## src/rtl/imem_loader_if.sv

```systemverilog
// imem_loader_if: groups the boot byte stream, the instruction-memory write
// port and the core-release status of imem_loader.
//   rx_valid/rx_data/rx_ready    byte stream, transfer when valid && ready
//   imem_we/imem_addr/imem_wdata instruction-memory write port
//   core_hold/load_done/load_err core release and load status
//   word_count                   header word count N as received
// modport slave  : the loader side (consumes bytes, drives memory/status)
// modport master : the environment side (supplies bytes, observes the rest)
interface imem_loader_if #(
  parameter int ADDR_WIDTH = 10
);
  logic                  rx_valid;
  logic [7:0]            rx_data;
  logic                  rx_ready;
  logic                  imem_we;
  logic [ADDR_WIDTH-1:0] imem_addr;
  logic [31:0]           imem_wdata;
  logic                  core_hold;
  logic                  load_done;
  logic                  load_err;
  logic [15:0]           word_count;

  modport slave (
    input  rx_valid, rx_data,
    output rx_ready, imem_we, imem_addr, imem_wdata,
           core_hold, load_done, load_err, word_count
  );

  modport master (
    output rx_valid, rx_data,
    input  rx_ready, imem_we, imem_addr, imem_wdata,
           core_hold, load_done, load_err, word_count
  );
endinterface

```

## src/rtl/imem_loader.sv

```systemverilog
// imem_loader: boot-time instruction-memory loader. Receives a 16-bit
// little-endian word count N followed by 4N payload bytes, assembles
// little-endian 32-bit words and writes them to consecutive word addresses
// starting at BASE_ADDR. The pipeline core is held in reset until the last
// write has completed.
// Ports:
//   clk  - system clock, rising edge
//   rst  - synchronous active-high reset
//   bus  - imem_loader_if.slave (byte stream, imem write port, status)
// Optional feature: define LOADER_CHECKSUM_EN to require a trailing byte
// equal to the XOR of all payload bytes before the core is released.
module imem_loader #(
  parameter int ADDR_WIDTH = 10,
  parameter int BASE_ADDR  = 0
) (
  input  logic         clk,
  input  logic         rst,
  imem_loader_if.slave bus
);

  localparam logic [2:0] S_HDR_LO = 3'd0;
  localparam logic [2:0] S_HDR_HI = 3'd1;
  localparam logic [2:0] S_LOAD   = 3'd2;
  localparam logic [2:0] S_FLUSH  = 3'd3;
  localparam logic [2:0] S_DONE   = 3'd4;
  localparam logic [2:0] S_ERROR  = 3'd5;
`ifdef LOADER_CHECKSUM_EN
  localparam logic [2:0] S_CSUM   = 3'd6;
  localparam logic [2:0] S_AFTER  = S_CSUM;
`else
  localparam logic [2:0] S_AFTER  = S_DONE;
`endif

  // Words that fit between BASE_ADDR and the top of memory.
  localparam logic [31:0] CAPACITY = 32'((64'd1 << ADDR_WIDTH) - 64'(BASE_ADDR));

  logic [2:0]  state;
  logic [1:0]  byte_idx;
  logic [23:0] asm_q;     // bytes 0..2 of the word being assembled
  logic [15:0] word_idx;
  logic [15:0] n_q;
`ifdef LOADER_CHECKSUM_EN
  logic [7:0]  csum_q;
`endif

  logic        ready_state;
  logic        accept;
  logic [15:0] n_next;
  logic        last_word;

`ifdef LOADER_CHECKSUM_EN
  assign ready_state = (state == S_HDR_LO) || (state == S_HDR_HI) ||
                       (state == S_LOAD)   || (state == S_CSUM);
`else
  assign ready_state = (state == S_HDR_LO) || (state == S_HDR_HI) ||
                       (state == S_LOAD);
`endif

  // Ready depends on state only; it is forced low while reset is applied.
  assign bus.rx_ready   = ready_state && !rst;
  assign accept         = bus.rx_valid && bus.rx_ready;
  assign n_next         = {bus.rx_data, n_q[7:0]};
  assign last_word      = (word_idx == n_q - 16'd1);

  assign bus.core_hold  = (state != S_DONE);
  assign bus.load_done  = (state == S_DONE);
  assign bus.load_err   = (state == S_ERROR);
  assign bus.word_count = n_q;

  // NOTE: all state below is updated with non-blocking assignments so every
  // register samples the pre-edge values, independent of statement order.
  always_ff @(posedge clk) begin
    if (rst) begin
      state          <= S_HDR_LO;
      byte_idx       <= 2'd0;
      asm_q          <= 24'd0;
      word_idx       <= 16'd0;
      n_q            <= 16'd0;
      bus.imem_we    <= 1'b0;
      bus.imem_addr  <= '0;
      bus.imem_wdata <= 32'd0;
`ifdef LOADER_CHECKSUM_EN
      csum_q         <= 8'd0;
`endif
    end else begin
      // Write strobe is a single-cycle pulse unless re-armed below.
      bus.imem_we <= 1'b0;
      case (state)
        S_HDR_LO: begin
          if (accept) begin
            n_q[7:0] <= bus.rx_data;
            state    <= S_HDR_HI;
          end
        end
        S_HDR_HI: begin
          if (accept) begin
            n_q[15:8] <= bus.rx_data;
            if (n_next == 16'd0)
              state <= S_AFTER;
            else if ({16'd0, n_next} > CAPACITY)
              state <= S_ERROR;
            else
              state <= S_LOAD;
          end
        end
        S_LOAD: begin
          if (accept) begin
`ifdef LOADER_CHECKSUM_EN
            csum_q <= csum_q ^ bus.rx_data;
`endif
            byte_idx <= byte_idx + 2'd1;  // wraps to 0 after the 4th byte
            if (byte_idx == 2'd3) begin
              bus.imem_we    <= 1'b1;
              bus.imem_wdata <= {bus.rx_data, asm_q};
              bus.imem_addr  <= ADDR_WIDTH'(BASE_ADDR) + ADDR_WIDTH'(word_idx);
              word_idx       <= word_idx + 16'd1;
              if (last_word)
                state <= S_FLUSH;
            end else begin
              asm_q[8*byte_idx +: 8] <= bus.rx_data;
            end
          end
        end
        // The final write strobe is high during this cycle; release waits.
        S_FLUSH: state <= S_AFTER;
`ifdef LOADER_CHECKSUM_EN
        S_CSUM: begin
          if (accept)
            state <= (bus.rx_data == csum_q) ? S_DONE : S_ERROR;
        end
`endif
        S_DONE:  state <= S_DONE;
        S_ERROR: state <= S_ERROR;
        // Unreachable encodings keep the core held.
        default: state <= S_ERROR;
      endcase
    end
  end

endmodule

```

## src/flat_wrapper.sv

```systemverilog
// flat-port wrapper written by rule: the top's interface ports become plain ports
module imem_loader_flat 
#(
  parameter int ADDR_WIDTH = 10,
  parameter int BASE_ADDR  = 0
)
  (clk, rst, bus_rx_valid, bus_rx_data, bus_rx_ready, bus_imem_we, bus_imem_addr, bus_imem_wdata, bus_core_hold, bus_load_done, bus_load_err, bus_word_count);
  imem_loader_if #(.ADDR_WIDTH(ADDR_WIDTH)) bus_i ();
  input  logic clk;
  input  logic rst;
  input wire logic [$bits(bus_i.rx_valid)-1:0] bus_rx_valid;
  input wire logic [$bits(bus_i.rx_data)-1:0] bus_rx_data;
  output wire logic [$bits(bus_i.rx_ready)-1:0] bus_rx_ready;
  output wire logic [$bits(bus_i.imem_we)-1:0] bus_imem_we;
  output wire logic [$bits(bus_i.imem_addr)-1:0] bus_imem_addr;
  output wire logic [$bits(bus_i.imem_wdata)-1:0] bus_imem_wdata;
  output wire logic [$bits(bus_i.core_hold)-1:0] bus_core_hold;
  output wire logic [$bits(bus_i.load_done)-1:0] bus_load_done;
  output wire logic [$bits(bus_i.load_err)-1:0] bus_load_err;
  output wire logic [$bits(bus_i.word_count)-1:0] bus_word_count;
  assign bus_i.rx_valid = bus_rx_valid;
  assign bus_i.rx_data = bus_rx_data;
  assign bus_rx_ready = bus_i.rx_ready;
  assign bus_imem_we = bus_i.imem_we;
  assign bus_imem_addr = bus_i.imem_addr;
  assign bus_imem_wdata = bus_i.imem_wdata;
  assign bus_core_hold = bus_i.core_hold;
  assign bus_load_done = bus_i.load_done;
  assign bus_load_err = bus_i.load_err;
  assign bus_word_count = bus_i.word_count;
  imem_loader #(.ADDR_WIDTH(ADDR_WIDTH), .BASE_ADDR(BASE_ADDR)) u_core (.clk(clk), .rst(rst), .bus(bus_i));
endmodule
```

## config.mk

```make
export PLATFORM = sky130hd
export DESIGN_NAME = imem_loader_flat
export DESIGN_NICKNAME = d
export VERILOG_FILES = /design/src/rtl/imem_loader_if.sv /design/src/rtl/imem_loader.sv /design/src/flat_wrapper.sv
export SDC_FILE = /design/constraint.sdc
export NUM_CORES = 1
export LEC_CHECK = 0
export CORE_AREA = 3 3 130 101
export CTS_BUF_LIST = sky130_fd_sc_hd__clkbuf_16
export DETAILED_ROUTE_END_ITERATION = 10
export DIE_AREA = 0 0 133 104
export SLEW_MARGIN = 40
export SYNTH_ARGS = -nofsm -noshare
export SYNTH_HDL_FRONTEND = slang
export SYNTH_SLANG_ARGS = --single-unit
export TNS_END_PERCENT = 5
```

## constraint.sdc

```tcl
create_clock -name clk -period 5.96 [get_ports clk]
set_clock_uncertainty 0.1 [all_clocks]
set_input_delay 1.49 -clock clk [delete_from_list [all_inputs] [get_ports clk]]
set_output_delay 1.49 -clock clk [all_outputs]
set_load 0.01 [all_outputs]
```

# --- Word-level counts from Yosys, hierarchy flattened ---
# Cells that the tools add are included.
word_totals:
  register_bits: 104
  output_inout_bits: 63
op_classes:
  eq_ne: 13
  n_lt_le_gt_ge: 1
  n_mux: 10
  shifts: 2
  reduce_logical: 15
  add_sub_neg: 4
  bitwise_logic: 3
op_table:
  columns: ["cell", "count"]
  rows:
  - ["5-bit negation with 34-bit output", 1]
  - ["8-bit by 34-bit variable shift with 24-bit output (first input constant)", 1]
  - ["8-bit by 34-bit variable part select with 24-bit output", 1]
  - ["24-bit bitwise mux", 1]
  - ["3-bit 2-to-1 mux", 7]
  - ["16-bit by 1-bit adder with 16-bit output (second input constant)", 1]
  - ["16-bit equality test", 1]
  - ["16-bit by 11-bit > comparator with 1-bit output (second input constant)", 1]
  - ["16-bit zero test", 1]
  - ["16-bit by 1-bit subtractor with 16-bit output (second input constant)", 1]
  - ["3-bit one-hot mux with 4 select lines", 1]
  - ["2-bit by 1-bit inequality test with 1-bit output (second input constant)", 4]
  - ["3-bit by 2-bit equality test with 1-bit output (second input constant)", 2]
  - ["3-bit equality test (second input constant)", 2]
  - ["2-bit AND reduction", 3]
  - ["3-bit AND reduction", 2]
  - ["5-bit AND reduction", 1]
  - ["3-bit by 1-bit equality test with 1-bit output (second input constant)", 1]
  - ["3-bit zero test", 1]
  - ["3-bit inequality test (second input constant)", 1]
  - ["1-bit NOT", 3]
  - ["3-bit OR reduction", 1]
  - ["2-bit by 1-bit adder with 2-bit output (second input constant)", 1]
  - ["2-bit equality test (second input constant)", 1]
  - ["other kinds (6)", 8]

# --- Logic depth before layout (Yosys ltp) ---
# Gate-level depths: netlist of run 1.
logic_depth:
  word_depth: 7
  ltp_mapped: 9
  ltp_nobuf: 8

# --- Least setup slack after synthesis of run 1 ---
# OpenSTA, ideal clock, no wires.
synth_path:
  path_kind: "input-to-output"
  startpoint: "in rst"
  endpoint: "out bus_rx_ready"
  path_slack_ps: 2180
  path_buffers: 2
  cell_stages: 3
  arrival_ps: 2190
  t_required_ps: 4370
  path_cell_list: "clkbuf_1 clkbuf_1 a211oi_1"
synth_between:
  elab_chain_len: 2
synth_lines:
  columns: ["item", "line", "source"]
  rows:
  - ["start: declaration", "flat_wrapper.sv:10", "input logic rst;"]
  - ["1-bit zero test", "imem_loader.sv:60", "assign bus.rx_ready = ready_state && !rst;"]
  - ["1-bit logical AND", "imem_loader.sv:60", null]
  - ["end: declaration", "flat_wrapper.sv:13", "output wire logic [$bits(bus_i.rx_ready)-1:0] bus_rx_ready;"]
# No other way between the ends.

# --- Worst setup path after layout of run 1 ---
# Same ends and word-level chain as after synthesis.

==> results of run 1 <==
how the worst max path moves through the flow:
stage	from	cells past startpoint	slack, ps	endpoint
6_report	rst	3	1810	bus_rx_ready
5_1_grt	rst	3	1750	bus_rx_ready
4_1_cts	rst	3	1780	bus_rx_ready
3_5_place_dp	rst	3	1800	bus_rx_ready
3_3_place_gp	rst	3	1810	bus_rx_ready
2_1_floorplan	rst	3	2180	bus_rx_ready
kinds of logic (layout without fill, tap and decap cells):
logic type / Yosys count / after routing
multiplexers: 9 / 9
XOR/XNOR: 34 / 34
flip-flops: 104 / 104
AND/OR/NAND/NOR: 269 / 269
buffers and inverters: 48 / 103
AO/OA/AOI/OAI: 103 / 103
adder cells (fa/ha/maj): 7 / 7
where the power goes:
part	internal [mW]	leakage [nW]	total [mW]	switching (mW)
Sequential	0.701	0.839	0.715	0.0138
Clock	0.318	0.147	0.562	0.244
Combinational	0.0529	1.01	0.126	0.0731
Total	1.07	2.00	1.40	0.331
flip-flops by register name, indices dropped and copies added (netlist names):
signal	cells
u_core.state	3
u_core.asm_q	24
u_core.bus.word_count	16
u_core.byte_idx	2
u_core.bus.imem_wdata	32
u_core.word_idx	16
u_core.bus.imem_we	1
u_core.bus.imem_addr	10
final cells by class:
class	instances	share of cell area, %
tap	166	3.65
timing repair buffer	75	13.1
sequential	104	36.6
inverter	12	0.813
multi-input combinational	422	41.0
clock buffer	9	3.95
clock inverter	7	0.967
metrics by stage:
stage / setup slack (ps) / cells / hold WS, ps / utilization (%)
after floorplan: 2180 / 574 / 332 / -
after global placement: 1810 / 779 / 342 / 44.8
after detailed placement: 1800 / 779 / 347 / 44.8
after CTS: 1780 / 795 / 356 / 47.2
after global routing: 1750 / 795 / 370 / 47.3
final: 1810 / 795 / 352 / 47.3
layer usage:
| layer | vias to the layer above | global-route usage, % | part of all wire, % |
|---|---|---|---|
| li1 | 2031 | - | - |
| met1 | 1869 | 25.1 | 50 |
| met2 | 136 | 23.9 | 42 |
| met3 | 10 | 4.01 | 6.2 |
| met4 | 0 | 4.01 | 1.1 |
| met5 | - | 0 | 0 |
cell usage after synthesis (4+ instances only):
library cell,instances,share of area (%)
nand2_1,134,11
dfxtp_1,104,45
a21oi_1,82,8.9
nand3_1,42,4.5
nor2_1,39,3.2
clkbuf_1,22,1.8
xnor2_1,20,3.8
xor2_1,14,2.7
inv_1,11,0.89
mux2i_1,9,1.9
ha_1,7,1.9
nor2b_1,7,0.95
nor3_1,7,0.76
buf_2,6,0.65
buf_4,6,0.97
o21ai_0,5,0.54
nand4_1,4,0.54
nor4_1,4,0.54
worst min-delay path, cell delays in order (launching register included):
cell and delay, ps:
dfxtp_1 310, nand2_1 50, a21oi_1 50
==> impl_metrics.tcl, run 1 <==
set metrics [dict create \
    design_power_total_mw 1.40 \
    outcome "completed" \
    pwr_density_cell_nw_per_um2 246 \
    synth-adder-area-share_pct 1.90 \
    routedWlPerCell_um 14.4 \
    synth_mux_area_share_pct 1.95 \
    synth_edf_count 0 \
    hold_depth 2 \
    worst_setup_path_start_kind "primary input" \
    finalHoldViolations 0 \
    fill_cell_total_of_the_finished_layout 1185 \
    mean_cell_area_of_the_mapped_netlist_um2 8.05 \
    hold_buffer_count_at_cts 0 \
    vdd_ir_drop_max_mv 0.142 \
    route.detailed.vias_per_inst 5.09 \
    drive_above_1_share_pct 4.45 \
    fp.dieArea_um2 13800 \
    worst_slew_pin_slew_ps 790 \
    cp_num_buf_inv 2 \
    largest_net_degree_at_the_start_of_global_routing 107 \
    io-pin-count 74 \
    max-cap-violations 0 \
    multi_input_comb_area_um2 2330 \
    num_rows 35 \
    core_area_um2 12000 \
    worst_ep_required_time_ps 4370 \
    layout.cells.most_common "nand2_1" \
    floorplan.die.height_um 104 \
    layout.area.seq_um2 2080 \
    final_period_minus_worst_setup_slack_ps 4150 \
    power.leakage_nw 2.00 \
    routed_wirelength_um 11500 \
    drt_first_pass_iters 5 \
    cts-buffers-inserted 9 \
    slowest_stage "clkdlybuf4s50_1" \
    drv_slew 0 \
    grt_first_pass_wirelength_um 18800 \
    initial_core_util_pct 38.4 \
    setup-violations-final 0 \
    worst_ep_arrival_time_ps 2560 \
    place.port_buffers 73 \
    most_frequent_cells_in_the_layout "nand2_1, dfxtp_1, a21oi_1" \
    timing.reg2reg.worst_path_depth 8 \
    critical_path.max_stage_delay_ps 610 \
    n_antenna_cell 0 \
    cts_root_buf "clkbuf_16" \
    placement.cell_area_um2 5400 \
    synth-simple-area-share_pct 27.7 \
    cts_setup_buffers 0 \
    clkSlewWorstSetupHoldPaths_ps 70 \
    r2r_end "u_core.state[0]" \
    clock_insertion_delay_worst_skew_ps 340 \
    yosys_warnings 0 \
    hpwlAfterDp_um 7830 \
    holdCritPathClass "reg -> reg" \
    drt_drc_violations_left 0 \
    timing.critical_path.fanout_max 2 \
    global_route_usage_over_all_layers_pct 16.7 \
    initial_antenna_violation_count 0 \
    cts_repair_resize_count 0 \
    critPathCaptureType "output pin" \
    setup_total_negative_slack_ps 0 \
    dieWidth_um 133 \
    hold_path_startpoint "u_core.bus.imem_wdata[2]" \
    grt-ovfl-total 0 \
    synth.distinct_cells 51 \
    max-clock-path-buffers 2 \
    max_freq_mhz 241 \
    finish.instance_area_um2 5700 \
    timing.critical_path.cells "buf_2 > a211oi_1 > clkdlybuf4s50_1" \
    globalplace.congestion 0.768 \
    drt_first_iter_violations 257 \
    ant_nets 0 \
    synthesis.area_um2 4620 \
    main_combinational_cell_family_by_area_after_synthesis "simple AND/OR/NAND/NOR gates" \
    dominantRegCellSynth "dfxtp_1" \
    synth_xor_xnor_area_share_pct 6.44 \
    timing.critical_path.max_delay_family "buffers and inverters" \
    synth_async_sr_flop_share_pct 0 \
    post-route-period-util_pct 69.7 \
    synth_compound_gate_area_share_pct 12.2 \
    seq_area_frac_synth_pct 45.1 \
    vias 4046 \
    area_growth_syn_to_layout_pct 23.3 \
    syn-instance-count 574 \
    crit_type "in -> out" \
    worst-r2r-setup-slack_ps 3640 \
    hold_end "u_core.bus.imem_wdata[2]" \
    synth.net_count 592 \
    unrepaired_setup_endpoints_after_global_routing "no" \
    relSlewSlack_pct 47.3 \
    nNetsFinal 642 \
    clock-sinks 104 \
    rr_startpoint "u_core.bus.word_count[0]" \
    h-tree-depth 3 \
    vias_in_the_first_global_route 3653 \
    postSynthRegisterBits 104 \
    tritoncts_clock_tree "done" \
]
No activity file was read; power rests on OpenSTA's default activity.
==> inputs of run 2 (changes only) <==
==> constraint.sdc (replaced) <==
create_clock -name clk -period 3.6 [get_ports clk]
set_clock_uncertainty 0.1 [all_clocks]
set_input_delay 0.9 -clock clk [delete_from_list [all_inputs] [get_ports clk]]
set_output_delay 0.9 -clock clk [all_outputs]
set_load 0.01 [all_outputs]
==> impl_metrics.tcl, run 2 (synthesis results as in run 1) <==
set metrics [dict create \
    outcome "completed" \
    n_antenna_cell 0 \
    r2r_end "u_core.state[0]" \
    critPathCaptureType "output pin" \
    max-cap-violations 0 \
    placement.cell_area_um2 5470 \
    cts_repair_resize_count 0 \
    dieWidth_um 133 \
    hold_buffer_count_at_cts 0 \
    grt_first_pass_wirelength_um 18900 \
    worst_setup_path_start_kind "primary input" \
    fp.dieArea_um2 13800 \
    unrepaired_setup_endpoints_after_global_routing "no" \
    floorplan.die.height_um 104 \
    clkSlewWorstSetupHoldPaths_ps 70 \
    power.leakage_nw 2.04 \
    clock_insertion_delay_worst_skew_ps 340 \
    setup_total_negative_slack_ps 0 \
    holdCritPathClass "reg -> reg" \
    critPathLaunch "rst" \
    max_freq_mhz 340 \
    post-route-period-util_pct 81.8 \
    initial_core_util_pct 38.4 \
    route.detailed.vias_per_inst 5.05 \
    largest_register "u_core.bus.imem_wdata" \
    cts_setup_buffers 0 \
    grt_use_met2_pct 23.3 \
    num_rows 35 \
    finish.instance_area_um2 5780 \
    area_growth_syn_to_layout_pct 25.1 \
    drv_slew 0 \
    drive_above_1_share_pct 5.97 \
    timing.critical_path.fanout_max 2 \
    io-pin-count 74 \
    vdd_ir_drop_max_mv 0.229 \
    drt_first_iter_violations 195 \
    timing.reg2reg.worst_path_depth 8 \
    max-clock-path-buffers 2 \
    setup-violations-final 0 \
    rr_startpoint "u_core.bus.word_count[0]" \
    cts_root_buf "clkbuf_16" \
    routedWlPerCell_um 14.4 \
    busiest_layer "met1" \
    worst_ep_required_time_ps 2600 \
    drt_drc_violations_left 0 \
    layout.cells.most_common "nand2_1" \
    drt_first_pass_iters 5 \
    final_core_utilization_pct 48.0 \
    hpwlAfterDp_um 8040 \
    initial_antenna_violation_count 0 \
    most_frequent_cells_in_the_layout "nand2_1, dfxtp_1, a21oi_1" \
    globalplace.congestion 0.833 \
    nNetsFinal 651 \
    worst_slew_pin_slew_ps 551 \
    tritoncts_clock_tree "done" \
    vias 4054 \
    crit_type "in -> out" \
    grt-ovfl-total 0 \
    worst-r2r-setup-slack_ps 1300 \
    largest_net_degree_at_the_start_of_global_routing 82 \
    pwr_density_cell_nw_per_um2 405 \
    groute.layer.met3.usage_pct 4.21 \
    worst_ep_arrival_time_ps 1950 \
    routed_wirelength_um 11600 \
    finalHoldViolations 0 \
    vias_in_the_first_global_route 3595 \
    place.port_buffers 73 \
    grt.met1_usage_pct 25.4 \
    core_area_um2 12000 \
    pre_cts_ws_ps 499 \
    ant_nets 0 \
    final_period_minus_worst_setup_slack_ps 2950 \
    design_power_total_mw 2.34 \
    final.hold.worst_slack_ps 352 \
    h-tree-depth 3 \
    instances_no_fill 803 \
    placed_cells_incl_taps 787 \
    critPathCapture "bus_rx_ready" \
    clock-sinks 104 \
    relSlewSlack_pct 63.2 \
    global_route_usage_over_all_layers_pct 16.6 \
    largest_register_ffs 32 \
    layout_top_registers "u_core.bus.imem_wdata x32, u_core.asm_q x24" \
    cts-buffers-inserted 9 \
    worst_slack_ps 655 \
]
## run 2: worst min path at each step
stage	startpoint	end	cells after the start
final	u_core.asm_q[19]	u_core.bus.imem_wdata[19]	2
after global routing	u_core.bus.imem_wdata[17]	u_core.bus.imem_wdata[17]	2
after detailed placement	u_core.asm_q[11]	u_core.asm_q[11]	2
after floorplan	u_core.asm_q[0]	u_core.bus.imem_wdata[0]	2
after CTS	u_core.asm_q[11]	u_core.asm_q[11]	2
after global placement	u_core.asm_q[23]	u_core.asm_q[23]	2
## run 2: worst max-delay path, stage by stage
cell and delay [ps]:
buf_2 130, a211oi_1 320, clkdlybuf4s50_1 600
## run 2: power by group
part / internal (mW) / switching [mW]
Combinational: 0.0946 / 0.122
Clock: 0.527 / 0.414
Sequential: 1.16 / 0.0233
Total: 1.78 / 0.559
## run 2: layout make-up
class                   count  area (um^2)
well taps                 166          208
clock inverters             6         52.6
clock buffers               9          225
multi-input cells         422         2330
fillers                  1157         6260
inverters                  12         45.0
repair buffers             84          833
flip-flops and latches    104         2080
## run 2: metal layers
metal | vias up | part of all wire, % | wire, um
met1 | 1901 | 53 | 6070
met2 | 99 | 41 | 4720
li1 | 2044 | - | -
met3 | 10 | 5.7 | 663
met5 | - | 0 | 0
met4 | 0 | 0.96 | 111
==> inputs of run 3 (changes only) <==
==> constraint.sdc (replaced) <==
create_clock -name clk -period 2.8 [get_ports clk]
set_clock_uncertainty 0.1 [all_clocks]
set_input_delay 0.7 -clock clk [delete_from_list [all_inputs] [get_ports clk]]
set_output_delay 0.7 -clock clk [all_outputs]
set_load 0.01 [all_outputs]
==> impl_metrics.tcl, run 3 (synthesis results as in run 1) <==
set metrics [dict create \
    finalHoldViolations 0 \
    cp_num_buf_inv 2 \
    routed_wirelength_um 12100 \
    num_rows 35 \
    outcome "completed" \
    largest_register "u_core.bus.imem_wdata" \
    place.port_buffers 73 \
    hold_buffer_count_at_cts 0 \
    power_frac_comb_pct 9.3 \
    sequentialPowerShare_pct 48.6 \
    slowest_stage "clkdlybuf4s50_1" \
    hpwlAfterDp_um 8640 \
    cts_root_buf "clkbuf_16" \
    most_frequent_cells_in_the_layout "nand2_1, dfxtp_1, a21oi_1" \
    timing.critical_path.fanout_max 3 \
    nNetsFinal 660 \
    power.leakage_nw 2.09 \
    power_frac_clock_pct 42.2 \
    max-cap-violations 0 \
    worst-r2r-setup-slack_ps 530 \
    drt_drc_violations_left 0 \
    critical_path.max_stage_delay_ps 610 \
    drive_above_1_share_pct 7.11 \
    relSlewSlack_pct 51.4 \
    critPathLaunch "rst" \
    switching_part_of_the_total_power_pct 23.6 \
    pwr_density_cell_nw_per_um2 534 \
    initial_antenna_violation_count 0 \
    floorplan.die.height_um 104 \
    vdd_ir_drop_max_mv 0.313 \
    layout.cells.most_common "nand2_1" \
    critPathCapture "bus_rx_ready" \
    placed_cells_incl_taps 797 \
    globalplace.congestion 0.824 \
    cts_setup_buffers 0 \
    clock-sinks 104 \
    dieWidth_um 133 \
    area_growth_syn_to_layout_pct 26.8 \
    io-pin-count 74 \
    holdCritPathClass "reg -> reg" \
    timing.reg2reg.worst_path_depth 8 \
    layout_top_registers "u_core.bus.imem_wdata x32, u_core.asm_q x24" \
    cts-buffers-inserted 9 \
    timing.critical_path.cells "buf_2 > a211oi_1 > clkdlybuf4s50_1" \
    timing.critical_path.max_delay_family "buffers and inverters" \
    drt_first_pass_iters 5 \
    internal_power_mw 2.39 \
    worst_ep_required_time_ps 2000 \
    worst_setup_path_start_kind "primary input" \
    n_antenna_cell 0 \
    vias 4108 \
    critPathCaptureType "output pin" \
    largest_net_degree_at_the_start_of_global_routing 75 \
    rr_startpoint "u_core.bus.word_count[0]" \
    drt_first_iter_violations 261 \
    grt-ovfl-total 0 \
    r2r_end "u_core.state[0]" \
    cts_repair_resize_count 0 \
    tritoncts_clock_tree "done" \
    final_period_minus_worst_setup_slack_ps 2570 \
    worst_ep_arrival_time_ps 1770 \
    critical_path_cell_count 3 \
    setup-violations-final 0 \
    routedWlPerCell_um 14.9 \
    fp.dieArea_um2 13800 \
    largest_register_ffs 32 \
    h-tree-depth 3 \
    initial_core_util_pct 38.4 \
    max_freq_mhz 389 \
    post-route-period-util_pct 91.7 \
    vias_in_the_first_global_route 3754 \
    max-clock-path-buffers 2 \
    core_area_um2 12000 \
    drv_slew 0 \
    global_route_usage_over_all_layers_pct 17.5 \
    switchingPower_mw 0.738 \
    clock_insertion_delay_worst_skew_ps 350 \
    worst_slew_pin_slew_ps 728 \
    final_core_utilization_pct 48.7 \
    crit_type "in -> out" \
    route.detailed.vias_per_inst 5.05 \
    instances_no_fill 813 \
    grt_first_pass_wirelength_um 19600 \
    unrepaired_setup_endpoints_after_global_routing "no" \
    clkSlewWorstSetupHoldPaths_ps 70 \
    ant_nets 0 \
    setup_total_negative_slack_ps 0 \
]
run 3: power by group through the flow:
stage | sequential (mW) | combinational [mW] | clock (mW)
after floorplan | 1.54 | 0.186 | 0
after global placement | 1.56 | 0.278 | 0
after detailed placement | 1.56 | 0.287 | 0
after CTS | 1.52 | 0.290 | 1.35
after global routing | 1.52 | 0.317 | 1.41
final | 1.52 | 0.290 | 1.32
run 3: per-layer routing:
| layer | vias to the layer above | GRT usage (%) | part of all wire [%] | routed length, um |
|---|---|---|---|---|
| met3 | 7 | 4.16 | 5.2 | 633 |
| li1 | 2069 | - | - | - |
| met4 | 0 | 3.78 | 0.80 | 97 |
| met2 | 105 | 25.5 | 43 | 5200 |
| met5 | - | 0 | 0 | 0 |
| met1 | 1927 | 26.0 | 51 | 6140 |
run 3: how the worst min path moves through the flow:
| stage | from | to | cells past startpoint |
|---|---|---|---|
| finish | u_core.asm_q[10] | u_core.bus.imem_wdata[10] | 2 |
| global route | u_core.bus.imem_wdata[2] | u_core.bus.imem_wdata[2] | 2 |
| CTS | u_core.asm_q[10] | u_core.bus.imem_wdata[10] | 2 |
| detailed placement | u_core.asm_q[20] | u_core.bus.imem_wdata[20] | 2 |
| global placement | u_core.asm_q[23] | u_core.asm_q[23] | 2 |
| floorplan | u_core.asm_q[0] | u_core.bus.imem_wdata[0] | 2 |
run 3: per-stage QoR:
stage / hold slack (ps) / instance area (um^2) / total power [mW] / setup slack (ps)
CTS: 355 / 5850 / 3.16 / 196
global placement: 340 / 5540 / 1.83 / 126
floorplan: 332 / 4620 / 1.73 / 600
global route: 370 / 5860 / 3.25 / 129
detailed placement: 346 / 5540 / 1.84 / 104
finish: 350 / 5860 / 3.13 / 231
run 3: worst min-delay path: cells and delay by family, from the launching register on:
family / cells / cell delay [ps]
flip-flops: 1 / 310
AND/OR/NAND/NOR: 1 / 50
AO/OA/AOI/OAI: 1 / 50
run 3: final cells by class:
| type | instances | area (um^2) |
|---|---|---|
| timing repair buffer | 93 | 888 |
| tap | 166 | 208 |
| fill | 1167 | 6180 |
| inverter | 12 | 45.0 |
| multi-input combinational | 422 | 2320 |
| sequential | 104 | 2080 |
| clock buffer | 9 | 225 |
| clock inverter | 7 | 86.3 |
